<file path="src/rtl/sid_envelope_pkg.sv">
// Shared SID types and constants used by the envelope generator: phase strobe, register group,
// envelope state encoding, rate period table and exponential-decay breakpoints.
package sid;

  localparam int unsigned PHI1 = 0;
  localparam int unsigned PHI2 = 1;

  typedef logic [1:0]  phase_t;
  typedef logic [7:0]  reg8_t;
  typedef logic [14:0] reg15_t;
  typedef logic [3:0]  nibble_t;

  typedef struct packed {
    logic    gate;
    nibble_t attack;
    nibble_t decay;
    nibble_t sustain;
    nibble_t release_;
  } envelope_reg_t;

  typedef enum logic [1:0] {
    ATTACK        = 2'd0,
    DECAY_SUSTAIN = 2'd1,
    RELEASE       = 2'd2
  } env_state_e;

  localparam reg15_t RATE_PERIOD [16] = '{
    15'd9,    15'd32,   15'd63,    15'd95,    15'd149,   15'd220,   15'd267,   15'd313,
    15'd392,  15'd977,  15'd1954,  15'd3126,  15'd3907,  15'd11720, 15'd19532, 15'd31251
  };

  localparam reg8_t EXP_BP_P1_TOP = 8'hFF;
  localparam reg8_t EXP_BP_P2     = 8'h5D;
  localparam reg8_t EXP_BP_P4     = 8'h36;
  localparam reg8_t EXP_BP_P8     = 8'h1A;
  localparam reg8_t EXP_BP_P16    = 8'h0E;
  localparam reg8_t EXP_BP_P30    = 8'h06;
  localparam reg8_t EXP_BP_P1_BOT = 8'h00;

  // Period only moves when the level lands exactly on a breakpoint; otherwise it is kept.
  function automatic reg8_t exp_period_next(reg8_t level, reg8_t cur);
    case (level)
      EXP_BP_P1_TOP: return 8'd1;
      EXP_BP_P2:     return 8'd2;
      EXP_BP_P4:     return 8'd4;
      EXP_BP_P8:     return 8'd8;
      EXP_BP_P16:    return 8'd16;
      EXP_BP_P30:    return 8'd30;
      EXP_BP_P1_BOT: return 8'd1;
      default:       return cur;
    endcase
  endfunction

endpackage

</file>
<file path="src/rtl/sid_envelope_if.sv">
// Envelope voice bundle: phase strobe and register group in, level and debug state out.
interface sid_envelope_if;
  import sid::*;

  phase_t        phase;
  envelope_reg_t regs;
  reg8_t         env;
  logic [1:0]    state_o;

  modport master (output phase, output regs, input env, input state_o);
  modport slave  (input phase, input regs, output env, output state_o);

endinterface

</file>
<file path="src/rtl/sid_env_rate_counter.sv">
// 15-bit envelope rate prescaler; emits a one-tick step strobe when the count hits the period.
module sid_env_rate_counter
  import sid::*;
(
  input  logic    clk,
  input  logic    rst,
  input  logic    tick_i,
  input  nibble_t rate_i,
  output logic    step_o
);

  reg15_t cnt_q, cnt_d;
  reg15_t cnt_inc;

  // Equality compare only: a period lowered below the count waits for the 15-bit wrap.
  always_comb begin
    cnt_inc = cnt_q + 15'd1;
    step_o  = tick_i && (cnt_inc == RATE_PERIOD[rate_i]);
    cnt_d   = cnt_q;
    if (tick_i) begin
      cnt_d = step_o ? '0 : cnt_inc;
    end
  end

  always_ff @(posedge clk) begin
    if (rst) begin
      cnt_q <= '0;
    end else begin
      cnt_q <= cnt_d;
    end
  end

endmodule

</file>
<file path="src/rtl/sid_envelope.sv">
// Per-voice ADSR envelope generator: gate edge detection, attack/decay/release stepping and
// the piecewise exponential decay divider.
module sid_envelope
  import sid::*;
#(
  parameter bit HOLD_ZERO = 1'b1
) (
  input logic                 clk,
  input logic                 rst,
  sid_envelope_if.slave       bus
);

  env_state_e state_q, state_d, state_g;
  reg8_t      env_q, env_d;
  reg8_t      exp_cnt_q, exp_cnt_d;
  reg8_t      exp_per_q, exp_per_d;
  logic       hold_zero_q, hold_zero_d, hold_zero_g;
  logic       gate_q, gate_d;

  logic       tick;
  logic       rate_step;
  nibble_t    rate_nib;
  reg8_t      env_new;
  reg8_t      exp_inc;
  reg8_t      sustain_lvl;
  logic       env_chg;
  logic       unused_phi1;

  assign tick        = bus.phase[PHI2];
  assign unused_phi1 = bus.phase[PHI1];
  assign sustain_lvl = {bus.regs.sustain, bus.regs.sustain};

  // Gate edges resolve first so that a rate step in the same tick sees the new state.
  always_comb begin
    state_g     = state_q;
    hold_zero_g = hold_zero_q;
    if (tick) begin
      if (bus.regs.gate && !gate_q) begin
        state_g     = ATTACK;
        hold_zero_g = 1'b0;
      end else if (!bus.regs.gate && gate_q) begin
        state_g = RELEASE;
      end
    end
    case (state_g)
      ATTACK:        rate_nib = bus.regs.attack;
      DECAY_SUSTAIN: rate_nib = bus.regs.decay;
      default:       rate_nib = bus.regs.release_;
    endcase
  end

  sid_env_rate_counter u_rate (
    .clk    (clk),
    .rst    (rst),
    .tick_i (tick),
    .rate_i (rate_nib),
    .step_o (rate_step)
  );

  always_comb begin
    state_d     = state_g;
    hold_zero_d = hold_zero_g;
    env_d       = env_q;
    exp_cnt_d   = exp_cnt_q;
    exp_per_d   = exp_per_q;
    gate_d      = tick ? bus.regs.gate : gate_q;
    env_new     = env_q;
    env_chg     = 1'b0;
    exp_inc     = exp_cnt_q + 8'd1;

    if (rate_step) begin
      if (state_g == ATTACK) begin
        exp_cnt_d = '0;
        if (!hold_zero_g && env_q != 8'hFF) begin
          env_new = env_q + 8'd1;
          env_chg = 1'b1;
        end
        if (env_new == 8'hFF) begin
          state_d = DECAY_SUSTAIN;
        end
      end else begin
        exp_cnt_d = exp_inc;
        if (exp_inc == exp_per_q) begin
          exp_cnt_d = '0;
          if (state_g == DECAY_SUSTAIN) begin
            if (env_q != sustain_lvl) begin
              env_new = env_q - 8'd1;
              env_chg = 1'b1;
            end
          end else if (env_q != 8'h00 && !hold_zero_g) begin
            env_new = env_q - 8'd1;
            env_chg = 1'b1;
          end
        end
      end
    end

    if (env_chg) begin
      env_d     = env_new;
      exp_per_d = exp_period_next(env_new, exp_per_q);
      if (env_new == 8'h00 && HOLD_ZERO) begin
        hold_zero_d = 1'b1;
      end
    end
  end

  always_ff @(posedge clk) begin
    if (rst) begin
      state_q     <= RELEASE;
      env_q       <= '0;
      exp_cnt_q   <= '0;
      exp_per_q   <= 8'd1;
      hold_zero_q <= 1'b1;
      gate_q      <= 1'b0;
    end else begin
      state_q     <= state_d;
      env_q       <= env_d;
      exp_cnt_q   <= exp_cnt_d;
      exp_per_q   <= exp_per_d;
      hold_zero_q <= hold_zero_d;
      gate_q      <= gate_d;
    end
  end

  assign bus.env     = env_q;
  assign bus.state_o = state_q;

endmodule

</file>
<file path="src/flat_wrapper.sv">
// flat-port wrapper written by rule: the top's interface ports become plain ports
module sid_envelope_flat import sid::*;
#(
  parameter bit HOLD_ZERO = 1'b1
)
  (clk, rst, bus_phase, bus_regs, bus_env, bus_state_o);
  sid_envelope_if bus_i ();
  input logic clk;
  input logic rst;
  input wire logic [$bits(bus_i.phase)-1:0] bus_phase;
  input wire logic [$bits(bus_i.regs)-1:0] bus_regs;
  output wire logic [$bits(bus_i.env)-1:0] bus_env;
  output wire logic [$bits(bus_i.state_o)-1:0] bus_state_o;
  assign bus_i.phase = bus_phase;
  assign bus_i.regs = bus_regs;
  assign bus_env = bus_i.env;
  assign bus_state_o = bus_i.state_o;
  sid_envelope #(.HOLD_ZERO(HOLD_ZERO)) u_core (.clk(clk), .rst(rst), .bus(bus_i));
endmodule
</file>
<file path="config.mk">
export PLATFORM = sky130hd
export DESIGN_NAME = sid_envelope_flat
export DESIGN_NICKNAME = d
export VERILOG_FILES = /design/src/rtl/sid_envelope_pkg.sv /design/src/rtl/sid_envelope_if.sv /design/src/rtl/sid_env_rate_counter.sv /design/src/rtl/sid_envelope.sv /design/src/flat_wrapper.sv
export SDC_FILE = /design/constraint.sdc
export NUM_CORES = 1
export LEC_CHECK = 0
export ABC_AREA = 1
export CORE_MARGIN = 4
export CORE_UTILIZATION = 55
export DETAILED_ROUTE_END_ITERATION = 10
export GPL_TIMING_DRIVEN = 0
export PLACE_DENSITY = 0.76
export SYNTH_ARGS = -nofsm -noshare
export SYNTH_HDL_FRONTEND = slang
export SYNTH_HIERARCHICAL = 1
export SYNTH_SLANG_ARGS = --single-unit
</file>
<file path="constraint.sdc">
create_clock -name clk -period 5.96 [get_ports clk]
set_input_delay 1.192 -clock clk [delete_from_list [all_inputs] [get_ports clk]]
set_output_delay 1.192 -clock clk [all_outputs]
set_load 0.01 [all_outputs]
</file>
# ---- Word-level counts from Yosys, hierarchy flattened
# Memory sizes are Yosys's and may differ from the RTL's.
# Index checks and enable logic that the tools add are counted.
dict set report word_totals {
  input_bits 21
  out_inout_bits 10
  regBits 43
  romBits 240
  memories 1
  elab_cells 73
}
dict set report op_classes {
  magnitude_cmp 1
  n_eq_ne 12
  addsub 4
  reduce_logical 14
  bitwise 1
  n_mux 33
}
# name depth width read_ports rd_clocked_by_memory_dff write_ports line
set memory_table {}
lappend memory_table {{(no name shown)} 16 15 1 0 0 sid_env_rate_counter.sv:18} ;# step_o = tick_i && (cnt_inc == RATE_PERIOD[rate_i]);
# cell n
set op_table {}
lappend op_table {{$mux W8} 11}
lappend op_table {{$pmux W8 S6} 1}
lappend op_table {{$mux W15} 3}
lappend op_table {{$add A8 B1 Y8 const B} 2}
lappend op_table {{$eq A8 B8 Y1 const B} 2}
lappend op_table {{$add A15 B1 Y15 const B} 1}
lappend op_table {{$eq A15 B15 Y1} 1}
lappend op_table {{$mux W2} 6}
lappend op_table {{$mux W1} 11}
lappend op_table {{$eq A8 B3 Y1 const B} 1}
lappend op_table {{$eq A8 B4 Y1 const B} 1}
lappend op_table {{$eq A8 B5 Y1 const B} 1}
lappend op_table {{$eq A8 B6 Y1 const B} 1}
lappend op_table {{$eq A8 B7 Y1 const B} 1}
lappend op_table {{$eq A8 B8 Y1} 1}
lappend op_table {{$logic_not A8 Y1} 1}
lappend op_table {{$ne A8 B8 Y1} 1}
lappend op_table {{$ne A8 B8 Y1 const B} 1}
lappend op_table {{$pmux W4 S2} 1}
lappend op_table {{$reduce_bool A8 Y1} 1}
lappend op_table {{$sub A8 B1 Y8 const B} 1}
lappend op_table {{$reduce_bool A6 Y1} 1}
lappend op_table {{$ge A5 B5 Y1 const B} 1}
lappend op_table {{$logic_and A1 B1 Y1} 5}
lappend op_table {{other kinds (6)} 8}

# ---- Depth between registers and ports, before layout
# Gate-level depths: netlist of the first run.
dict set report depth {
  ltp_word 20
  ltp_mapped 37
  ltp_nobuf 37
}

# ---- Cells and area by module
# Netlist of the first run, hierarchy kept.
# module area_per_inst_um2 cells_per_inst seq_area_each_um2 n_inst
set by_module_without_submodules {}
lappend by_module_without_submodules {sid_envelope 2696.3 484 500.5 1}
lappend by_module_without_submodules {sid_env_rate_counter 1944.4 339 300.3 1}

# ---- Least setup slack after synthesis of the first run
# Ideal clock, no wire load.
dict set report synth_path {
  kind {input -> register}
  start {input bus_regs[16]}
  end {register u_core.exp_per_q[4]}
  path_buffers 2
  t_arrival_ns 4.824
  setup_slack_ns 1.069
  t_required_ns 5.892
  path_stages 33
  setup_time_ns 0.068
  cell_sequence {nand3b_1 -> nand2_1 -> nor2_2 -> buf_2 -> nand2_1 -> nand3_1 -> inv_1 -> ha_1 -> nand2_1 -> nand2_1 -> inv_1 -> nand2_1 -> nand2_1 -> nand2_1 -> nand2_1 -> nor2_1 -> nand4_1 -> nor2_1 -> nand4_1 -> nor3_1 -> inv_1 -> clkbuf_1 -> a21oi_1 -> nand2_1 -> nand2_2 -> nor2_4 -> nand3_2 -> nor2_1 -> nor2_2 -> nand3_2 -> nand2_2 -> nand2_1 -> a21oi_2}
}
dict set report synth_between {
  elab_chain_cells 18
  word_cells_on_any_way 45
  classes_between {eq/ne: 8; mux: 23; bitwise: 1; reduce/logical: 12; memory: 1}
}
# element line
set synth_lines {}
lappend synth_lines {{from (decl)} flat_wrapper.sv:11} ;# input wire logic [$bits(bus_i.regs)-1:0] bus_regs;
lappend synth_lines {{$logic_not A1 Y1} sid_envelope.sv:41} ;# end else if (!bus.regs.gate && gate_q) begin
lappend synth_lines {{$logic_and A1 B1 Y1} sid_envelope.sv:41}
lappend synth_lines {{$mux W2} sid_envelope.sv:41}
lappend synth_lines {{$mux W2 (*)} sid_envelope.sv:38} ;# if (bus.regs.gate && !gate_q) begin
lappend synth_lines {{$mux W2 (*)} sid_envelope.sv:37} ;# if (tick) begin
lappend synth_lines {{$eq A2 B1 Y1 or $logic_not A2 Y1 (tied branches)} sid_envelope.sv:45} ;# case (state_g)
lappend synth_lines {{$pmux W4 S2 (*)} sid_envelope.sv:45}
lappend synth_lines {{via u_core.rate_nib[1]} sid_envelope.sv:22} ;# nibble_t rate_nib;
lappend synth_lines {{[... 4 more ...]} -}
lappend synth_lines {{$eq A15 B15 Y1 (*)} sid_env_rate_counter.sv:18}
lappend synth_lines {{$logic_and A1 B1 Y1 (*)} sid_env_rate_counter.sv:18}
lappend synth_lines {{via u_core.rate_step} sid_envelope.sv:21} ;# logic rate_step;
lappend synth_lines {{$mux W8} sid_envelope.sv:71} ;# if (rate_step) begin
lappend synth_lines {{$eq A8 B8 Y1 or $logic_not A8 Y1 (tied branches)} sid_envelope_pkg.sv:42} ;# case (level)
lappend synth_lines {{$reduce_or A2 Y1 (no source line)} -}
lappend synth_lines {{$reduce_bool A6 Y1 (no source line)} -}
lappend synth_lines {{$reduce_and A2 Y1 (no source line)} -}
lappend synth_lines {{to (signal assigned)} sid_envelope.sv:119} ;# exp_per_q <= exp_per_d;
lappend synth_lines {{to (decl)} sid_envelope.sv:16} ;# reg8_t exp_per_q, exp_per_d;
# Mark *: on every way through the listed nets, which the timed path passes. The rest lies on a longest branch. The select of a mux whose other input is x is not followed.
# A chain may end at the register's enable or synchronous reset.

# ---- Worst setup path after layout of the first run
dict set report layout_path {
  start {input bus_phase[1]}
  end {register u_core.exp_per_q[2]}
}
dict set report layout_between {
  elab_chain_cells 14
  word_cells_on_any_way 39
  classes_between {eq/ne: 8; mux: 20; bitwise: 1; reduce/logical: 9; memory: 1}
}
# element line
set layout_lines {}
lappend layout_lines {{from (decl)} flat_wrapper.sv:10} ;# input wire logic [$bits(bus_i.phase)-1:0] bus_phase;
lappend layout_lines {{$mux W2 (*)} sid_envelope.sv:37}
lappend layout_lines {{$eq A2 B1 Y1 or $logic_not A2 Y1 (tied branches)} sid_envelope.sv:45}
lappend layout_lines {{$pmux W4 S2 (*)} sid_envelope.sv:45}
lappend layout_lines {{via u_core.rate_nib[2]} sid_envelope.sv:22}
lappend layout_lines {{$not A4 Y5 (not written as such) (*)} sid_env_rate_counter.sv:18}
lappend layout_lines {{$mem_v2 Z16 W15 (*)} -}
lappend layout_lines {{$mux W15 (not written as such) (*) (2 in a row)} sid_env_rate_counter.sv:18}
lappend layout_lines {{$eq A15 B15 Y1 (*)} sid_env_rate_counter.sv:18}
lappend layout_lines {{$logic_and A1 B1 Y1 (*)} sid_env_rate_counter.sv:18}
lappend layout_lines {{via u_core.rate_step} sid_envelope.sv:21}
lappend layout_lines {{$mux W8} sid_envelope.sv:71}
lappend layout_lines {{$eq A8 B8 Y1 or $logic_not A8 Y1 (tied branches)} sid_envelope_pkg.sv:42}
lappend layout_lines {{$reduce_or A2 Y1 (no source line)} -}
lappend layout_lines {{$reduce_bool A6 Y1 (no source line)} -}
lappend layout_lines {{$reduce_and A2 Y1 (no source line)} -}
# Marks and branches as above.

==> results of run 1 <==
worst min-delay path, delay by kind of cell (launching register included):
family           cells  cell delay (ns)
and+or+nand+nor      2             0.10
DFF                  1             0.33
power by group:
group          internal [W]  total (W)  switching (W)
logic             0.0000741   0.000208       0.000134
registers          0.000270   0.000273     0.00000299
clock network      0.000124   0.000217      0.0000930
logic make-up (layout without fill, tap and decap cells):
family                   Yosys count  count (layout)
AND/OR/NAND/NOR                  558             558
AO/OA/AOI/OAI                     78              78
buffers and inverters            124             162
XOR/XNOR                           7               7
flip-flops                        40              40
adder cells (fa/ha/maj)           16              16
cells in the final DEF (no fill, tap or decap), drive strengths merged:
master	instances
a21oi	39
clkinv	2
dlygate4sd1	3
xor2	7
o21ai	14
a31oi	1
nand3	91
and3	2
nand4	20
o21bai	18
nand2	335
nor2	94
nor3	3
nor3b	2
bufinv	1
or2	2
clkbuf	9
or3	1
buf	17
dfxtp	40
inv	101
o211ai	3
clkdlybuf4s50	29
a211oi	3
nand3b	8
ha	16
layout make-up:
type / instances / area [um^2]
inverter: 102 / 393
clock inverter: 2 / 35.0
clock buffer: 6 / 72.6
tap: 105 / 131
sequential: 40 / 801
multi-input combinational: 659 / 3360
fill: 810 / 2950
buffer: 22 / 171
timing repair buffer: 30 / 298
registers in the layout, summed over array words and instances (netlist names):
| name | count |
|---|---|
| u_core/bus.env | 8 |
| u_core/bus.state_o | 2 |
| u_core/exp_cnt_q | 8 |
| u_core/exp_per_q | 5 |
| u_core/gate_q | 1 |
| u_core/hold_zero_q | 1 |
| u_core/u_rate/cnt_q | 15 |
routing by layer:
| layer | track usage, % | routed length, um | part of all wire, % |
|---|---|---|---|
| met2 | 47.8 | 6620 | 51 |
| met4 | 9.87 | 393 | 3.0 |
| met3 | 2.57 | 529 | 4.1 |
| met5 | 0 | 0 | 0 |
| met1 | 32.2 | 5450 | 42 |
Yosys cell counts:
cell type,n
a211oi_2,1
nor2_1,75
buf_4,8
nor2_2,12
o21ai_1,2
a31oi_1,1
nor2_4,7
o21bai_1,7
o21bai_2,11
o21ai_2,1
or2_2,2
nand4_2,1
a21oi_1,36
buf_2,3
a21oi_2,3
nand2_2,21
buf_1,1
xor2_1,7
nand4_1,19
nor3_1,3
nand3_2,9
dfxtp_1,40
nand3_1,82
buf_6,4
nor3b_1,2
nand2_1,311
inv_2,17
nand3b_1,8
dlygate4sd1_1,3
o21ai_0,11
ha_1,16
o211ai_1,3
and3_1,2
a211oi_1,2
or3_1,1
nand2_4,3
inv_1,85
clkbuf_1,3
how the worst max path moves through the flow:
stage | slack, ns | startpoint | cells after the start | endpoint
floorplan | 1.07 | bus_regs[16] | 33 | u_core/exp_per_q[4]
global placement | -0.39 | bus_regs[16] | 34 | u_core/exp_per_q[4]
detailed placement | -0.47 | bus_regs[16] | 34 | u_core/exp_per_q[2]
CTS | 0.03 | bus_regs[16] | 34 | u_core/exp_per_q[2]
global route | -0.04 | bus_phase[1] | 34 | u_core/exp_per_q[2]
finish | 0.37 | bus_phase[1] | 30 | u_core/exp_per_q[2]
repair_timing:
item | CTS | global route
buffers inserted | 0 | 1
resized for setup | 3 | 27
hold endpoints to repair | 0 | 0
setup endpoints to repair | 5 | 11
pin swaps | 0 | 3
stage by stage:
stage,util (%),setup TNS [ns]
2_1_floorplan,-,0
3_3_place_gp,61.6,-1.82
3_5_place_dp,61.6,-2.34
4_1_cts,63.1,0
5_1_grt,64.1,-0.0771
6_report,64.1,0
==> impl_metrics.toml, run 1 <==
[placed_design]
port_buffers = 29
dp_worst_setup_slack_ns = -0.475
dp_hpwl_mm = 10.3
place_congestion = 0.933
postPlaceCellArea_mm2 = 0.00506
placedCellCount = 957

[min_path]
min-delay-start = "u_core/exp_per_q[0]"
whs_endpoint = "u_core/exp_per_q[0]"
hp-class = "register to register"
hold_depth = 2

[timing]
setup_slack_ns = 0.370
fin_crit_ns = 5.59
post-route-period-util_pct = 93.8
holdWs_ns = 0.474
setup_violations = 0
hold_viol_final = 0
fmax_mhz = 179
finClkSkew_ns = 0.0124
worst_pin_slew_ns = 0.508
final-max-slew-violation-count = 0
maxSlewHeadroom_pct = 66.1

[power_and_ir_drop]
max-vdd-ir-drop_v = 0.0000999
p_leak_nw = 2.53
p_total_w = 0.000698
power_density_mw_per_mm2 = 133

[clocking]
clockBufferDepth = 2
clkSinkCount = 40
htree_levels = 2
cts_tree = "built"
clock_latency_ns = 0.29
cts_hold_buf = 0
cts_root_buf = "clkbuf_8"
cts_buffers = 5
path_clk_slew_ns = 0.08

[global_routing]
grt_max_degree = 13
antenna_found_initial = 0
globalRouteOverflowTotal = 0
grt_pass1_vias = 4901
grt_use_total_pct = 26.4
grt_pass1_wl_mm = 21.9

[synth]
yosys-top-cells-area = "nand2_1, dfxtp_1, nand3_1, inv_1, nor2_1"
syn_inst = 823
yosys.cell_types.count = 38
synth-seq-cells = 40
synth_seq_area_share_pct = 17.3
yosysTopAreaCellShare_pct = 25.2
syn_area_mm2 = 0.00464
synth_top_family_by_area = "simple AND/OR/NAND/NOR gates"
synthMuxAreaShare_pct = 0
synth-compound-area-share_pct = 11.1
yosys.area.top_type = "nand2_1"
synth-adder-area-share_pct = 4.31
yosys.area_share.simple_pct = 54.3
synth_nets = 860
syn_avg_cell_area_um2 = 5.64
synthXorXnorAreaFrac_pct = 1.32
ys_warn_count = 6

[outcome]
status = "finished clean"

[job]
max_cap_viol_count = 0

[worst_setup_path]
crit_slowest_cell = "clkdlybuf4s50_1"
cp_top_family = "simple AND/OR/NAND/NOR gates"
required_ns = 6.18
slowest_delay_ns = 0.52
r2r-start = "u_core/gate_q"
worst_path_most_repeated_cell = "nand2_1"
critPathBufInv = 4
worst-endpoint-arrival_ns = 5.81
crit_path_end_kind = "register"
ff2ff_path_depth = 29
crit_path_max_fanout = 10
regToRegSetupSlack_ns = 1.39
path_class = "input port to register"
timing.rr.end = "u_core/exp_per_q[2]"
crit_path_start_kind = "input port"

[die]
dieArea_mm2 = 0.00997
ios = 31
fp-row-count = 33
die_w_um = 99.9
core_mm2 = 0.00822
die_y_um = 99.9
initial_core_util_pct = 56.5

[route]
detail_route.first_pass.iterations = 5
drt-initial-drc-count = 243
ant_nets = 0
wl_mm = 13.0
drt-wirelength-per-cell_um = 13.5
vias = 5205
drc = 0
viasPerCell = 5.39

[final_layout]
antennaDiodeCount = 0
syn_to_final_growth_pct = 13.5
nets = 897
fin_cells = 966
layout-drive-gt1-share_pct = 14.3
final_area_mm2 = 0.00527
Power figures use the tool's default switching activity.
==> inputs of run 2 (changes only) <==
Settings changed: CTS_BUF_LIST set to sky130_fd_sc_hd__clkbuf_4, SKIP_LAST_GASP set to 1.
==> impl_metrics.toml, run 2 (synthesized netlist as in run 1, its figures left out) <==
[final_layout]
register_area_um2 = 801
utilization_pct = 63.3
layout-drive-gt1-share_pct = 14.0
n_fill_cell = 819
final_cell_mix = "nand2_1, inv_1, nand3_1"
final_common_cell = "nand2_1"
multiInputGateArea_mm2 = 0.00335
final_area_mm2 = 0.00520
top_register = "u_core/u_rate/cnt_q"
nets = 896
largest_reg_flops = 15
antennaDiodeCount = 0
syn_to_final_growth_pct = 12.1

[timing]
fmax_mhz = 181
hold_viol_final = 0
setup_violations = 0
worst_pin_slew_ns = 0.519
fin_crit_ns = 5.52
final-max-slew-violation-count = 0
finClkSkew_ns = 0.0152
post-route-period-util_pct = 92.7
maxSlewHeadroom_pct = 65.4

[worst_setup_path]
slowest_delay_ns = 0.52
crit_slowest_cell = "clkdlybuf4s50_1"
crit_path_start_kind = "input port"
crit_path_max_fanout = 10
worst_path_most_repeated_cell = "nand2_1"
path_class = "input port to register"
required_ns = 6.18
crit_path_end_kind = "register"
worst-endpoint-arrival_ns = 5.75

[route]
drt-initial-drc-count = 256
vias = 5195
drc = 0
wl_mm = 12.9
drt-wirelength-per-cell_um = 13.3
ant_nets = 0
viasPerCell = 5.38
detail_route.first_pass.iterations = 5

[clocking]
path_clk_slew_ns = 0.12
htree_levels = 2
cts_tree = "built"
clock_latency_ns = 0.34
clkSinkCount = 40
clockBufferDepth = 2
cts_root_buf = "clkbuf_4"
cts_setup_buffers = 0
cts_buffers = 5
cts_hold_buf = 0

[die]
dieArea_mm2 = 0.00997
fp-row-count = 33
core_mm2 = 0.00822
ios = 31
die_y_um = 99.9
die_w_um = 99.9
initial_core_util_pct = 56.5

[global_routing]
globalRouteOverflowTotal = 0
grt_pass1_vias = 4894
antenna_found_initial = 0
grt_pass1_wl_mm = 21.9
grt_use_total_pct = 26.3
grt_max_degree = 13

[placed_design]
port_buffers = 29
postPlaceCellArea_mm2 = 0.00506
dp_hpwl_mm = 10.3
place_congestion = 0.933

[power_and_ir_drop]
p_total_w = 0.000659
power_density_mw_per_mm2 = 127
max-vdd-ir-drop_v = 0.0000967
p_leak_nw = 2.51

[min_path]
hp-class = "register to register"

[job]
max_cap_viol_count = 0

[outcome]
status = "finished clean"
==> run 2: repair_timing <==
item,CTS,global route
pin swaps,0,1
endpoints found under the setup margin,5,9
gates cloned,0,0
gates resized for setup,2,17
hold endpoints to repair,0,0
==> run 2: area by class of cell <==
cell class              count  share of cell area (%)
inverters                 102                    7.45
multi-input cells         659                    64.3
clock buffers               6                   0.866
clock inverters             2                   0.673
flip-flops and latches     40                    15.4
plain buffers              22                    3.20
repair buffers             29                    5.58
well taps                 105                    2.52
==> run 2: power breakdown <==
group	internal [W]	switching [W]	leakage, nW
Clock	0.0000926	0.0000882	0.0456
Sequential	0.000270	0.00000296	0.323
Combinational	0.0000731	0.000133	2.14
==> run 2: stage by stage <==
stage	setup WS [ns]	hold WS [ns]	setup TNS, ns	cells
after floorplan	1.07	0.439	0	823
after global placement	-0.386	0.459	-1.82	957
after CTS	0.0605	0.484	0	965
after detailed placement	-0.475	0.465	-2.34	957
after global routing	-0.00833	0.508	-0.00833	965
final	0.436	0.479	0	965
==> run 2: per-layer routing <==
metal / track usage, % / share of wire, % / routed length (um) / vias up
met1: 32.1 / 43 / 5500 / 2360
met2: 47.5 / 51 / 6540 / 125
met4: 9.56 / 3.0 / 386 / 0
li1: - / - / - / 2679
met3: 2.99 / 3.5 / 450 / 31
met5: 0 / 0 / 0 / -
==> run 2: final timing paths <==
kind | startpoint | end | slack, ns | cells past startpoint
min | u_core/exp_per_q[0] | u_core/exp_per_q[0] | 0.48 | 2
max reg2reg | u_core/gate_q | u_core/exp_per_q[4] | 1.47 | 32
max | bus_phase[1] | u_core/exp_per_q[4] | 0.44 | 30
min reg2reg | u_core/exp_per_q[0] | u_core/exp_per_q[0] | 0.48 | 2
==> run 2: worst max-delay path, delay by kind of cell <==
kind,cells,cell delay [ns]
simple gates,21,2.70
buf+inv,6,1.22
fa+ha+maj,1,0.37
compound gates,2,0.23
==> inputs of run 3 (changes only) <==
Settings changed: CAP_MARGIN set to 20.
==> results of run 3 <==
No change in the layout: final DEF, timing and power equal those of run 2.
==> edit (config.mk and constraints of run 1) <==
`HOLD_ZERO` is set to 1'b1 in 2 places; all go to 1'b0.
--- a/src/rtl/sid_envelope.sv
+++ b/src/rtl/sid_envelope.sv
@@ -3,7 +3,7 @@
 module sid_envelope
   import sid::*;
 #(
-  parameter bit HOLD_ZERO = 1'b1
+  parameter bit HOLD_ZERO = 1'b0
 ) (
   input logic                 clk,
   input logic                 rst,
--- a/src/flat_wrapper.sv
+++ b/src/flat_wrapper.sv
@@ -1,7 +1,7 @@
 // flat-port wrapper written by rule: the top's interface ports become plain ports
 module sid_envelope_flat import sid::*;
 #(
-  parameter bit HOLD_ZERO = 1'b1
+  parameter bit HOLD_ZERO = 1'b0
 )
   (clk, rst, bus_phase, bus_regs, bus_env, bus_state_o);
   sid_envelope_if bus_i ();
Check against the original RTL: same outputs for any inputs over 10 cycles, from zero or initial values and one cycle with rst high; that may be too few to reach the edited logic, so the function may still have changed.
==> edit against run 1 <==
Synthesized area decreased by 0.30%. Combinational power fell by 2%. Worst setup slack better by 0.067 ns. Total power increased by 0.52%. Design area shrank 0.93%. Wire length is 0.55% lower. Clock skew fell by 0.0068 ns. Synthesized cell count is 0.61% lower. Sequential cell count unchanged. Largest power group unchanged.
==> edit: results <==
outcome:
  status: "finished, final reports clean"
timing:
  max-slew-margin-rel_pct: 48.80
  finalClockSkew_ns: 0.005597
  fin_crit_sh_pct: 92.66
grt:
  first_global_vias: 4905
  grt_max_degree: 14
  grt_pass1_wl_um: 21870
  grt.total_usage_pct: 26.53
synth:
  synthDistinctLibCells: 43
  syn-num-nets: 855
  ys_seq_area_share_pct: 17.31
  yosysWarnings: 6
  ys_top_cells_by_area: "nand2_1, dfxtp_1, nand3_1"
  syn_inst: 818
  synthTopCellsByCount: "nand2_1, inv_1, nand3_1"
cells_and_area:
  fillerInstances: 847
  drive_gt1_share_pct: 14.15
  final_cells: 960
  finalNetCount: 891
clock_tree:
  clk-insertion-delay-late_ns: 0.29
placed_design:
  place_hpwl_um: 10350
  dp_worst_setup_slack_ns: -0.5629
  place_inst: 952
  routabilityCongestion: 1.014
routing:
  wl_met1_um: 5465
  avgViaCountPerCell: 5.351
  wl_met2_um: 6591
  dr.first_iter.drc_count: 295
  finalWirelength_um: 12930
  wl_met3_um: 523
critical_path:
  crit_arrival_ns: 5.69
power:
  power.leakage_nw: 2.554
  vdd_drop_max_v: 0.00009161
-- edit: cell types whose count changed after synthesis, sizes merged, moves of 2 or more --
cell / delta
o21ai: +7
nand4: -6
nand3: -3
a211oi: -2
inv: -2
nand2: -2
nor4: +2
o211ai: -2
-- edit: worst paths after layout --
kind,startpoint,endpoint,depth (start not counted)
max reg2reg,u_core/gate_q,u_core/exp_per_q[4],34
min,u_core/exp_per_q[1],u_core/exp_per_q[1],2
min reg2reg,u_core/exp_per_q[1],u_core/exp_per_q[1],2
max,bus_regs[16],u_core/exp_per_q[4],33
-- edit: cells by family (layout without fill, tap and decap cells) --
family	after synthesis	in the layout	share of synthesized area (%)
flops	40	40	17.31
simple gates	550	550	54.14
buf+inv	122	159	11.38
compound gates	83	83	11.52
xor+xnor	7	7	1.325
fa+ha+maj	16	16	4.327
-- edit: what timing repair did --
action / CTS / global route
endpoints found under the setup margin: 11 / 11
gates cloned: 0 / 0
endpoints found under the hold margin: 0 / 0
resized for setup: 2 / 17
pin swaps: 0 / 1
-- edit: layout make-up --
cell class	count	share of cell area [%]
clock inverter	3	0.8153
sequential	40	15.35
inverter	100	7.290
buffer	22	2.974
tap	105	2.518
timing repair buffer	29	5.612
clock buffer	5	1.319
multi-input combinational	656	64.12
-- edit: through the flow --
step | hold WS (ns) | area, um2
after global routing | 0.5108 | 5218
final | 0.4765 | 5218
after global placement | 0.4595 | 5049
after CTS | 0.4846 | 5165
after floorplan | 0.4408 | 4627
after detailed placement | 0.4696 | 5049
-- edit: where the power goes --
group          switching (mW)  total, mW  leakage [nW]  internal [mW]
sequential            0.00277      0.272         0.323          0.270
combinational           0.132      0.204          2.18         0.0719
clock                   0.102      0.226        0.0541          0.124
-- edit: routing by layer --
| metal | up-vias | GRT usage [%] |
|---|---|---|
| met1 | 2326 | 31.07 |
| met2 | 129 | 49.36 |
| met4 | 0 | 8.824 |
| met5 | - | 0 |
| li1 | 2656 | - |
| met3 | 26 | 3.296 |
-- edit: worst register-to-register path: cells and delay by family (launching register included) --
| family | cells | cell delay, ns |
|---|---|---|
| AND/OR/NAND/NOR | 26 | 2.76 |
| flip-flops | 1 | 0.33 |
| adder cells (fa/ha/maj) | 1 | 0.30 |
| buffers and inverters | 5 | 0.58 |
| AO/OA/AOI/OAI | 2 | 0.30 |
